`config.mk`:
```
export PLATFORM = sky130hd
export DESIGN_NAME = demux_1xn_stream_flat
export DESIGN_NICKNAME = d
export VERILOG_FILES = /design/src/rtl/demux_1xn_stream_pkg.sv /design/src/rtl/demux_1xn_stream_if.sv /design/src/rtl/demux_1xn_stream_chan_reg.sv /design/src/rtl/demux_1xn_stream.sv /design/src/flat_wrapper.sv
export SDC_FILE = /design/constraint.sdc
export NUM_CORES = 1
export LEC_CHECK = 0
export BUFFER_PORTS_ARGS = -buffer_cell sky130_fd_sc_hd__buf_4
export CAP_MARGIN = 20
export CORE_MARGIN = 2
export CORE_UTILIZATION = 45
export DETAILED_ROUTE_END_ITERATION = 8
export GPL_TIMING_DRIVEN = 0
export PLACE_DENSITY = 0.72
export SETUP_SLACK_MARGIN = 0.05
export SLEW_MARGIN = 15
export SYNTH_ARGS = -nofsm -noshare
export SYNTH_HDL_FRONTEND = slang
export SYNTH_SLANG_ARGS = --single-unit
```
`constraint.sdc`:
```
create_clock -name clk -period 3.5 [get_ports clk]
set_input_delay 0.175 -clock clk [delete_from_list [all_inputs] [get_ports clk]]
set_output_delay 0.175 -clock clk [all_outputs]
set_load 0.01 [all_outputs]
```
`src/rtl/demux_1xn_stream_pkg.sv`:
```
// Shared defaults, channel state encoding and the out_data slice helper
// for the 1-to-N registered stream demultiplexer.
`ifndef DEMUX_1XN_STREAM_PKG_SV
`define DEMUX_1XN_STREAM_PKG_SV

// Bit range of channel k inside a flattened N*w output bus.
`define DMX_SLICE(k, w) [(k)*(w) +: (w)]

package demux_1xn_stream_pkg;

    localparam int DEF_N     = 4;
    localparam int DEF_WIDTH = 8;
    localparam int DEF_SELW  = 4;
    localparam int DEF_CNTW  = 8;

    typedef logic [0:0] chan_state_t;

    localparam chan_state_t ST_EMPTY = 1'b0;
    localparam chan_state_t ST_FULL  = 1'b1;

endpackage

`endif

```
`src/rtl/demux_1xn_stream_if.sv`:
```
// Producer/consumer bundle of the demultiplexer. Handshake: a word moves on
// every rising edge where valid & ready are both high; ready never depends on valid.
interface demux_1xn_stream_if
    import demux_1xn_stream_pkg::*;
#(
    parameter int N     = DEF_N,
    parameter int WIDTH = DEF_WIDTH,
    parameter int SELW  = DEF_SELW,
    parameter int CNTW  = DEF_CNTW
);
    logic [WIDTH-1:0]   in_data;
    logic [SELW-1:0]    in_sel;
    logic               in_bcast;
    logic               in_valid;
    logic               in_ready;
    logic [N*WIDTH-1:0] out_data;
    logic [N-1:0]       out_valid;
    logic [N-1:0]       out_ready;
    logic               sel_err;
    logic [CNTW-1:0]    drop_cnt;

    modport master (
        output in_data, in_sel, in_bcast, in_valid, out_ready,
        input  in_ready, out_data, out_valid, sel_err, drop_cnt
    );

    modport slave (
        input  in_data, in_sel, in_bcast, in_valid, out_ready,
        output in_ready, out_data, out_valid, sel_err, drop_cnt
    );
endinterface

```
`src/rtl/demux_1xn_stream_chan_reg.sv`:
```
// One-entry valid/ready output register. A FULL channel that drains and
// reloads on the same edge stays FULL with the new word.
module demux_chan_reg
    import demux_1xn_stream_pkg::*;
#(
    parameter int WIDTH = DEF_WIDTH
) (
    input  logic             clk,
    input  logic             rst_n,
    input  logic             i_load,
    input  logic [WIDTH-1:0] i_data,
    input  logic             i_ready,
    output logic             o_free,
    output chan_state_t      o_state,
    output logic [WIDTH-1:0] o_data
);
    chan_state_t      r_state;
    logic [WIDTH-1:0] r_data;

    assign o_free  = (r_state == ST_EMPTY) | i_ready;
    assign o_state = r_state;
    assign o_data  = r_data;

    // i_load is only raised by the parent when o_free is high.
    always_ff @(posedge clk or negedge rst_n) begin
        if (!rst_n) begin
            r_state <= ST_EMPTY;
            r_data  <= '0;
        end else if (i_load) begin
            r_state <= ST_FULL;
            r_data  <= i_data;
        end else if ((r_state == ST_FULL) && i_ready) begin
            r_state <= ST_EMPTY;
        end
    end
endmodule

```
`src/rtl/demux_1xn_stream.sv`:
```
// Registered 1-to-N stream demultiplexer with routed and broadcast modes;
// out-of-range routed words are accepted, dropped and counted.
module demux_1xn_stream
    import demux_1xn_stream_pkg::*;
#(
    parameter int N     = DEF_N,
    parameter int WIDTH = DEF_WIDTH,
    parameter int SELW  = DEF_SELW,
    parameter int CNTW  = DEF_CNTW
) (
    input  logic                clk,
    input  logic                rst_n,
    demux_1xn_stream_if.slave   bus
);
    logic [N-1:0]    w_free;
    logic [N-1:0]    w_hit;
    logic [N-1:0]    w_load;
    chan_state_t     w_state [N];
    logic [WIDTH-1:0] w_data [N];
    logic            w_sel_ok;
    logic            w_route_rdy;
    logic            w_in_ready;
    logic            w_xfer;
    logic            w_drop;
    logic            r_sel_err;
    logic [CNTW-1:0] r_drop_cnt;

    // Widened compare so N == 2**SELW is handled without overflow.
    assign w_sel_ok = ({1'b0, bus.in_sel} < (SELW+1)'(N));

    always_comb begin
        w_route_rdy = 1'b0;
        w_hit       = '0;
        for (int k = 0; k < N; k++) begin
            w_hit[k]    = (bus.in_sel == SELW'(k));
            w_route_rdy = w_route_rdy | (w_hit[k] & w_free[k]);
        end
    end

    assign w_in_ready = rst_n & (bus.in_bcast ? (&w_free)
                                              : (w_sel_ok ? w_route_rdy : 1'b1));
    assign w_xfer     = bus.in_valid & w_in_ready;
    assign w_load     = {N{w_xfer}} & ({N{bus.in_bcast}} | w_hit);
    assign w_drop     = w_xfer & ~bus.in_bcast & ~w_sel_ok;

    generate
        for (genvar g = 0; g < N; g++) begin : g_chan
            demux_chan_reg #(.WIDTH(WIDTH)) u_chan (
                .clk     (clk),
                .rst_n   (rst_n),
                .i_load  (w_load[g]),
                .i_data  (bus.in_data),
                .i_ready (bus.out_ready[g]),
                .o_free  (w_free[g]),
                .o_state (w_state[g]),
                .o_data  (w_data[g])
            );
            assign bus.out_valid[g]                  = (w_state[g] == ST_FULL);
            assign bus.out_data `DMX_SLICE(g, WIDTH) = w_data[g];
        end
    endgenerate

    always_ff @(posedge clk or negedge rst_n) begin
        if (!rst_n) begin
            r_sel_err  <= 1'b0;
            r_drop_cnt <= '0;
        end else begin
            r_sel_err <= w_drop;
            if (w_drop && (r_drop_cnt != '1)) begin
                r_drop_cnt <= r_drop_cnt + CNTW'(1);
            end
        end
    end

    assign bus.in_ready = w_in_ready;
    assign bus.sel_err  = r_sel_err;
    assign bus.drop_cnt = r_drop_cnt;
endmodule
```
`src/flat_wrapper.sv`:
```
// flat-port wrapper written by rule: the top's interface ports become plain ports
module demux_1xn_stream_flat import demux_1xn_stream_pkg::*;
#(
    parameter int N     = DEF_N,
    parameter int WIDTH = DEF_WIDTH,
    parameter int SELW  = DEF_SELW,
    parameter int CNTW  = DEF_CNTW
)
  (clk, rst_n, bus_in_data, bus_in_sel, bus_in_bcast, bus_in_valid, bus_out_ready, bus_in_ready, bus_out_data, bus_out_valid, bus_sel_err, bus_drop_cnt);
  demux_1xn_stream_if #(.N(N), .WIDTH(WIDTH), .SELW(SELW), .CNTW(CNTW)) bus_i ();
  input  logic clk;
  input  logic rst_n;
  input wire logic [$bits(bus_i.in_data)-1:0] bus_in_data;
  input wire logic [$bits(bus_i.in_sel)-1:0] bus_in_sel;
  input wire logic [$bits(bus_i.in_bcast)-1:0] bus_in_bcast;
  input wire logic [$bits(bus_i.in_valid)-1:0] bus_in_valid;
  input wire logic [$bits(bus_i.out_ready)-1:0] bus_out_ready;
  output wire logic [$bits(bus_i.in_ready)-1:0] bus_in_ready;
  output wire logic [$bits(bus_i.out_data)-1:0] bus_out_data;
  output wire logic [$bits(bus_i.out_valid)-1:0] bus_out_valid;
  output wire logic [$bits(bus_i.sel_err)-1:0] bus_sel_err;
  output wire logic [$bits(bus_i.drop_cnt)-1:0] bus_drop_cnt;
  assign bus_i.in_data = bus_in_data;
  assign bus_i.in_sel = bus_in_sel;
  assign bus_i.in_bcast = bus_in_bcast;
  assign bus_i.in_valid = bus_in_valid;
  assign bus_i.out_ready = bus_out_ready;
  assign bus_in_ready = bus_i.in_ready;
  assign bus_out_data = bus_i.out_data;
  assign bus_out_valid = bus_i.out_valid;
  assign bus_sel_err = bus_i.sel_err;
  assign bus_drop_cnt = bus_i.drop_cnt;
  demux_1xn_stream #(.N(N), .WIDTH(WIDTH), .SELW(SELW), .CNTW(CNTW)) u_core (.clk(clk), .rst_n(rst_n), .bus(bus_i));
endmodule
```
# Word-level counts from Yosys, hierarchy flattened
# Index checks and enable logic that the tools add are counted.
word_totals:
  ff_bits: 45
  inputBits: 20
  output_inout_bits: 46
  elab_cells: 60
classes:
  addsub: 1
  order_cmp: 1
  eq_ne: 4
  muxes: 10
  bitwise: 23
  reduce_logical: 11
ops:
  columns: ["op", "count"]
  rows:
  - ["$mux 1", 10]
  - ["$add 8x1->8 const B", 1]
  - ["$and 1x1->1", 8]
  - ["$eq 4x2->1 const B", 2]
  - ["$ne 8x8->1 const B", 1]
  - ["$reduce_bool 2->1", 4]
  - ["$or 1x1->1", 7]
  - ["$not 1->1", 6]
  - ["$logic_and 1x1->1", 5]
  - ["$and 4x4->4", 1]
  - ["$eq 4x1->1 const B", 1]
  - ["$logic_not 4->1", 1]
  - ["$lt 4x3->1 const B", 1]
  - ["$or 4x4->4", 1]
  - ["$reduce_and 4->1", 1]

# Depth between registers and ports, before layout
depth:
  ltp_word: 13
  depth_mapped: 5
  ltp_nobuf: 5

# Modules after synthesis
# Synthesis repeated with hierarchy kept, for this count alone.
hier_totals:
  hier_cells: 141
  hier_area_um2: 2042.0
modules_own_cells:
  columns: ["mod", "n_inst", "cells_each", "area_each_um2", "seq_area_each_um2"]
  rows:
  - ["demux_chan_reg", 4, 20, 369.1, 225.2]
  - ["demux_1xn_stream", 1, 61, 565.5, 225.2]

# Least setup slack after synthesis
# Ideal clock, no wire load.
synth_path:
  path_type: "register -> register"
  from: "register u_core.g_chan[3].u_chan.r_state"
  to: "register u_core.g_chan[3].u_chan.r_data[0]"
  setup_time_ps: 125
  arrival_ps: 1773
  t_required_ps: 3375
  slack_ps: 1602
  stages_incl_launch_ff: 6
  path_buffers: 0
  synth_period_minus_slack_ps: 1898
  cell_sequence: "dfrtp_1 > nor2b_2 > o41ai_4 > o211ai_4 > nor2_8 > mux2_4"
synth_between:
  elab_chain_cells: 9
  word_cells_on_any_way: 10
  classes_between: "mux (2); bitwise (7); reduce/logical (1)"
synth_rtl:
  columns: ["item", "line_no", "rtl"]
  rows:
  - ["start: declaration", "demux_1xn_stream_chan_reg.sv:17", "chan_state_t r_state;"]
  - ["start signal: assignment", "demux_1xn_stream_chan_reg.sv:27", "r_state <= ST_EMPTY;"]
  - ["start signal: assignment", "demux_1xn_stream_chan_reg.sv:30", "r_state <= ST_FULL;"]
  - ["start signal: assignment", "demux_1xn_stream_chan_reg.sv:33", "r_state <= ST_EMPTY;"]
  - ["$not 1->1 (*)", "demux_1xn_stream_chan_reg.sv:20", "assign o_free = (r_state == ST_EMPTY) | i_ready;"]
  - ["$or 1x1->1 (*)", "demux_1xn_stream_chan_reg.sv:20", null]
  - ["$and 1x1->1", "demux_1xn_stream.sv:36", "w_route_rdy = w_route_rdy | (w_hit[k] & w_free[k]);"]
  - ["$or 1x1->1", "demux_1xn_stream.sv:36", null]
  - ["$mux 1", "demux_1xn_stream.sv:41", ": (w_sel_ok ? w_route_rdy : 1'b1));"]
  - ["$mux 1 (*)", "demux_1xn_stream.sv:40", "assign w_in_ready = rst_n & (bus.in_bcast ? (&w_free)"]
  - ["$and 1x1->1 (*)", "demux_1xn_stream.sv:40", null]
  - ["$and 1x1->1 (*)", "demux_1xn_stream.sv:42", "assign w_xfer = bus.in_valid & w_in_ready;"]
  - ["$and 4x4->4 (*)", "demux_1xn_stream.sv:43", "assign w_load = {N{w_xfer}} & ({N{bus.in_bcast}} | w_hit);"]
  - ["end signal: assignment", "demux_1xn_stream_chan_reg.sv:31", "r_data <= i_data;"]
  - ["end: declaration", "demux_1xn_stream_chan_reg.sv:18", "logic [WIDTH-1:0] r_data;"]
# Mark *: on every way between the ends. The rest lies on a longest branch, timed or not.
# A chain may end at the register's enable or synchronous reset.

# Worst setup path after layout
layout_path:
  from: "input rst_n"
  to: "register u_core.g_chan[3].u_chan.r_data[5]"
layout_between:
  elab_chain_cells: 3
layout_rtl:
  columns: ["item", "line_no", "rtl"]
  rows:
  - ["start: declaration", "flat_wrapper.sv:12", "input logic rst_n;"]
  - ["$and 1x1->1", "demux_1xn_stream.sv:40", null]
  - ["$and 1x1->1", "demux_1xn_stream.sv:42", null]
  - ["$and 4x4->4", "demux_1xn_stream.sv:43", null]
# Every way passes these cells.

==> results.cfg <==
[run_status]
outcome = completed

[routing]
wl_mm = 4.30
avgViaCountPerCell = 5.29
drt-initial-drc-count = 32
num_vias = 1364
antenna_left = 0
routedWlPerCell_um = 16.6
first_pass_iters = 4
drc = 0

[logic_synthesis]
ys_top_cells_by_area = dfrtp_1 (53%), mux2_4 (23%), nor2_8 (3.8%)
synthAdderAreaFrac_pct = 0.594
avgSynthCellArea_um2 = 15.8
yosys-mux-area-fraction_pct = 23.4
synth_cell_types = 34
synthFlopType = dfrtp_1
synth-simple-area-share_pct = 12.0
syn_inst = 133
synth.ff_latch_count = 45
synthArstFlopShare_pct = 100
syn_area_um2 = 2110
synth_top_family_by_area = multiplexers
synth_xor_area_share_pct = 2.50
synth_area_leader_cell = dfrtp_1
yosysWarnings = 0
synth-compound-area-share_pct = 6.48
synth_edf_count = 0
synthesis.nets = 154
synth_top_area_share_pct = 53.5
synth_seq_area_share_pct = 53.5

[sta]
setup_violations = 0
slew_headroom_pct = 58.2
tightest_slew_ns = 0.619
setup_tns_ns = 0
whs_ns = 0.134
hold_viol_final = 0
fmax_ghz = 0.464
post-route-period-util_pct = 61.5
drv_slew = 0
skew_ns = 0.00940
final.setup.worst_slack_ns = 1.35
rsz0062_at_grt = false
fin_crit_ns = 2.15

[critical_path]
critPathMaxFanout = 48
worstPathArrival_ns = 2.33
reg2reg_to = u_core.g_chan[3].u_chan.o_data[5]
path_class = in -> reg
crit_path_end_kind = flip-flop
start_kind = input port
path_buf_inv = 2
worstPathRequired_ns = 3.68
path_cells = dlygate4sd3_1 -> buf_4 -> and2_1 -> o211ai_4 -> nor2_8 -> mux2_4
slowest_stage = dlygate4sd3_1
cp_slowest_stage_delay_ns = 0.53
worstReg2RegStart = u_core.g_chan[3].u_chan.o_state
rrSetupSlack_ns = 1.42
reg2reg_depth = 5
path_delay_family = buffers and inverters

[global_routing]
gr-usage-all-layers_pct = 17.6
grt_pass1_wl_mm = 6.90
grt_antenna_before_repair = 0
overflow = 0
grt_max_degree = 49
first_global_vias = 1399

[worst_hold_path]
hold_class = in -> reg
whs_endpoint = u_core.g_chan[1].u_chan.o_data[2]
hold_depth = 2
worstHoldStart = bus_in_data[2]

[layout]
final_core_util_pct = 62.0
final_nets = 227
diodes = 0
final_layout_size_suffix_gt1_share_pct = 59.2
synthToLayoutAreaGrowth_pct = 30.8

[placed_design]
hpwl_mm = 3.11
place_ws_ns = 1.42
numPortBuffers = 65
gp_congestion = 0.835

[floorplanning]
io_pins = 66
fp.dieH_um = 72.4
die_area_um2 = 5240
core_um2 = 4440
initial_core_util_pct = 47.4
die_width_um = 72.4
num_rows = 24

[run]
cap_violations = 0

[cts]
clk_pin_slew_ns = 0.08
htree_levels = 2
postCtsSetupBuffers = 0
cts_buffer_depth = 2
cts_made_buffers = 5
clk_latency_ns = 0.30
ctsRootBufferMaster = clkbuf_8
cts.sinks = 45
ctsResizeCount = 0
cts_tree = done

[power]
leakagePower_nw = 1.36
ir_drop_uv = 297
powerDensity_nw_per_um2 = 586
[logic make-up (layout without fill, tap and decap cells)]
group                    count (synthesis)  count (layout)
flip-flops                              45              45
XOR/XNOR                                 6               6
multiplexers                            33              33
adder cells (fa/ha/maj)                  1               1
buffers and inverters                    5              78
AO/OA/AOI/OAI                           12              12
AND/OR/NAND/NOR                         31              31
[timing repair]
| action | 4_1_cts | 5_1_grt |
|---|---|---|
| endpoints found under the hold margin | 45 | 0 |
| hold buffers | 1 | 0 |
| setup endpoints to repair | 0 | 0 |
[registers in the layout, summed over array words and instances (netlist names)]
name                          cells
u_core.g_chan.u_chan.o_data      32
u_core.bus.drop_cnt               8
u_core.g_chan.u_chan.o_state      4
u_core.bus.sel_err                1
[cell usage in the layout (no fill, tap or decap), types with 3 or more instances in the layout]
cell / n
nor2b_1: 3
buf_4: 69
xnor2_1: 5
nand4_1: 3
nor2_8: 4
clkbuf_8: 6
mux2_4: 32
dfrtp_1: 45
[through the flow]
stage / cells / total power, mW / cell area, um^2
final: 258 / 1.61 / 2760
after global routing: 258 / 1.70 / 2760
after CTS: 258 / 1.63 / 2760
after detailed placement: 250 / 1.31 / 2660
after global placement: 250 / 1.29 / 2660
after floorplan: 133 / 1.02 / 2110
[worst max path at each step]
stage,start,endpoint,slack [ns],cells after the start
2_1_floorplan,u_core.g_chan[3].u_chan.o_state,u_core.g_chan[3].u_chan.o_data[0],1.60,5
3_3_place_gp,u_core.g_chan[3].u_chan.o_state,u_core.g_chan[3].u_chan.o_data[4],1.48,5
3_5_place_dp,u_core.g_chan[3].u_chan.o_state,u_core.g_chan[3].u_chan.o_data[6],1.42,5
4_1_cts,rst_n,u_core.g_chan[3].u_chan.o_data[6],1.29,6
5_1_grt,rst_n,u_core.bus.drop_cnt[1],1.11,5
6_report,rst_n,u_core.g_chan[3].u_chan.o_data[5],1.35,6
[cell usage after synthesis (2+ instances only)]
cell,number
and2_1,2
nor2b_1,3
nor2b_2,2
a41oi_1,2
nand2_1,2
nand4_1,3
nand2b_1,2
nor2_8,4
and3_1,2
dfrtp_1,45
o21ba_2,2
buf_4,4
or2_2,2
o21ai_0,2
xnor2_1,5
nor2_1,2
mux2_4,32
[cell type report]
class | instances | area, um^2
fillers | 329 | 1690
flip-flops and latches | 45 | 1130
multi-input cells | 83 | 946
repair buffers | 66 | 498
clock buffers | 7 | 86.3
well taps | 52 | 65.1
plain buffers | 4 | 30.0
inverters | 1 | 3.75
[metal layers]
| metal | part of all wire, % | track usage (%) | vias up |
|---|---|---|---|
| li1 | - | - | 621 |
| met1 | 44 | 22.9 | 686 |
| met4 | 1.6 | 5.35 | 0 |
| met5 | 0 | 0 | - |
| met3 | 6.4 | 5.83 | 8 |
| met2 | 48 | 28.1 | 49 |
[where the power goes]
group | internal [mW] | switching (mW)
Clock | 0.157 | 0.165
Sequential | 0.646 | 0.0998
Combinational | 0.337 | 0.209
Total | 1.14 | 0.474
Power figures use the tool's default switching activity.
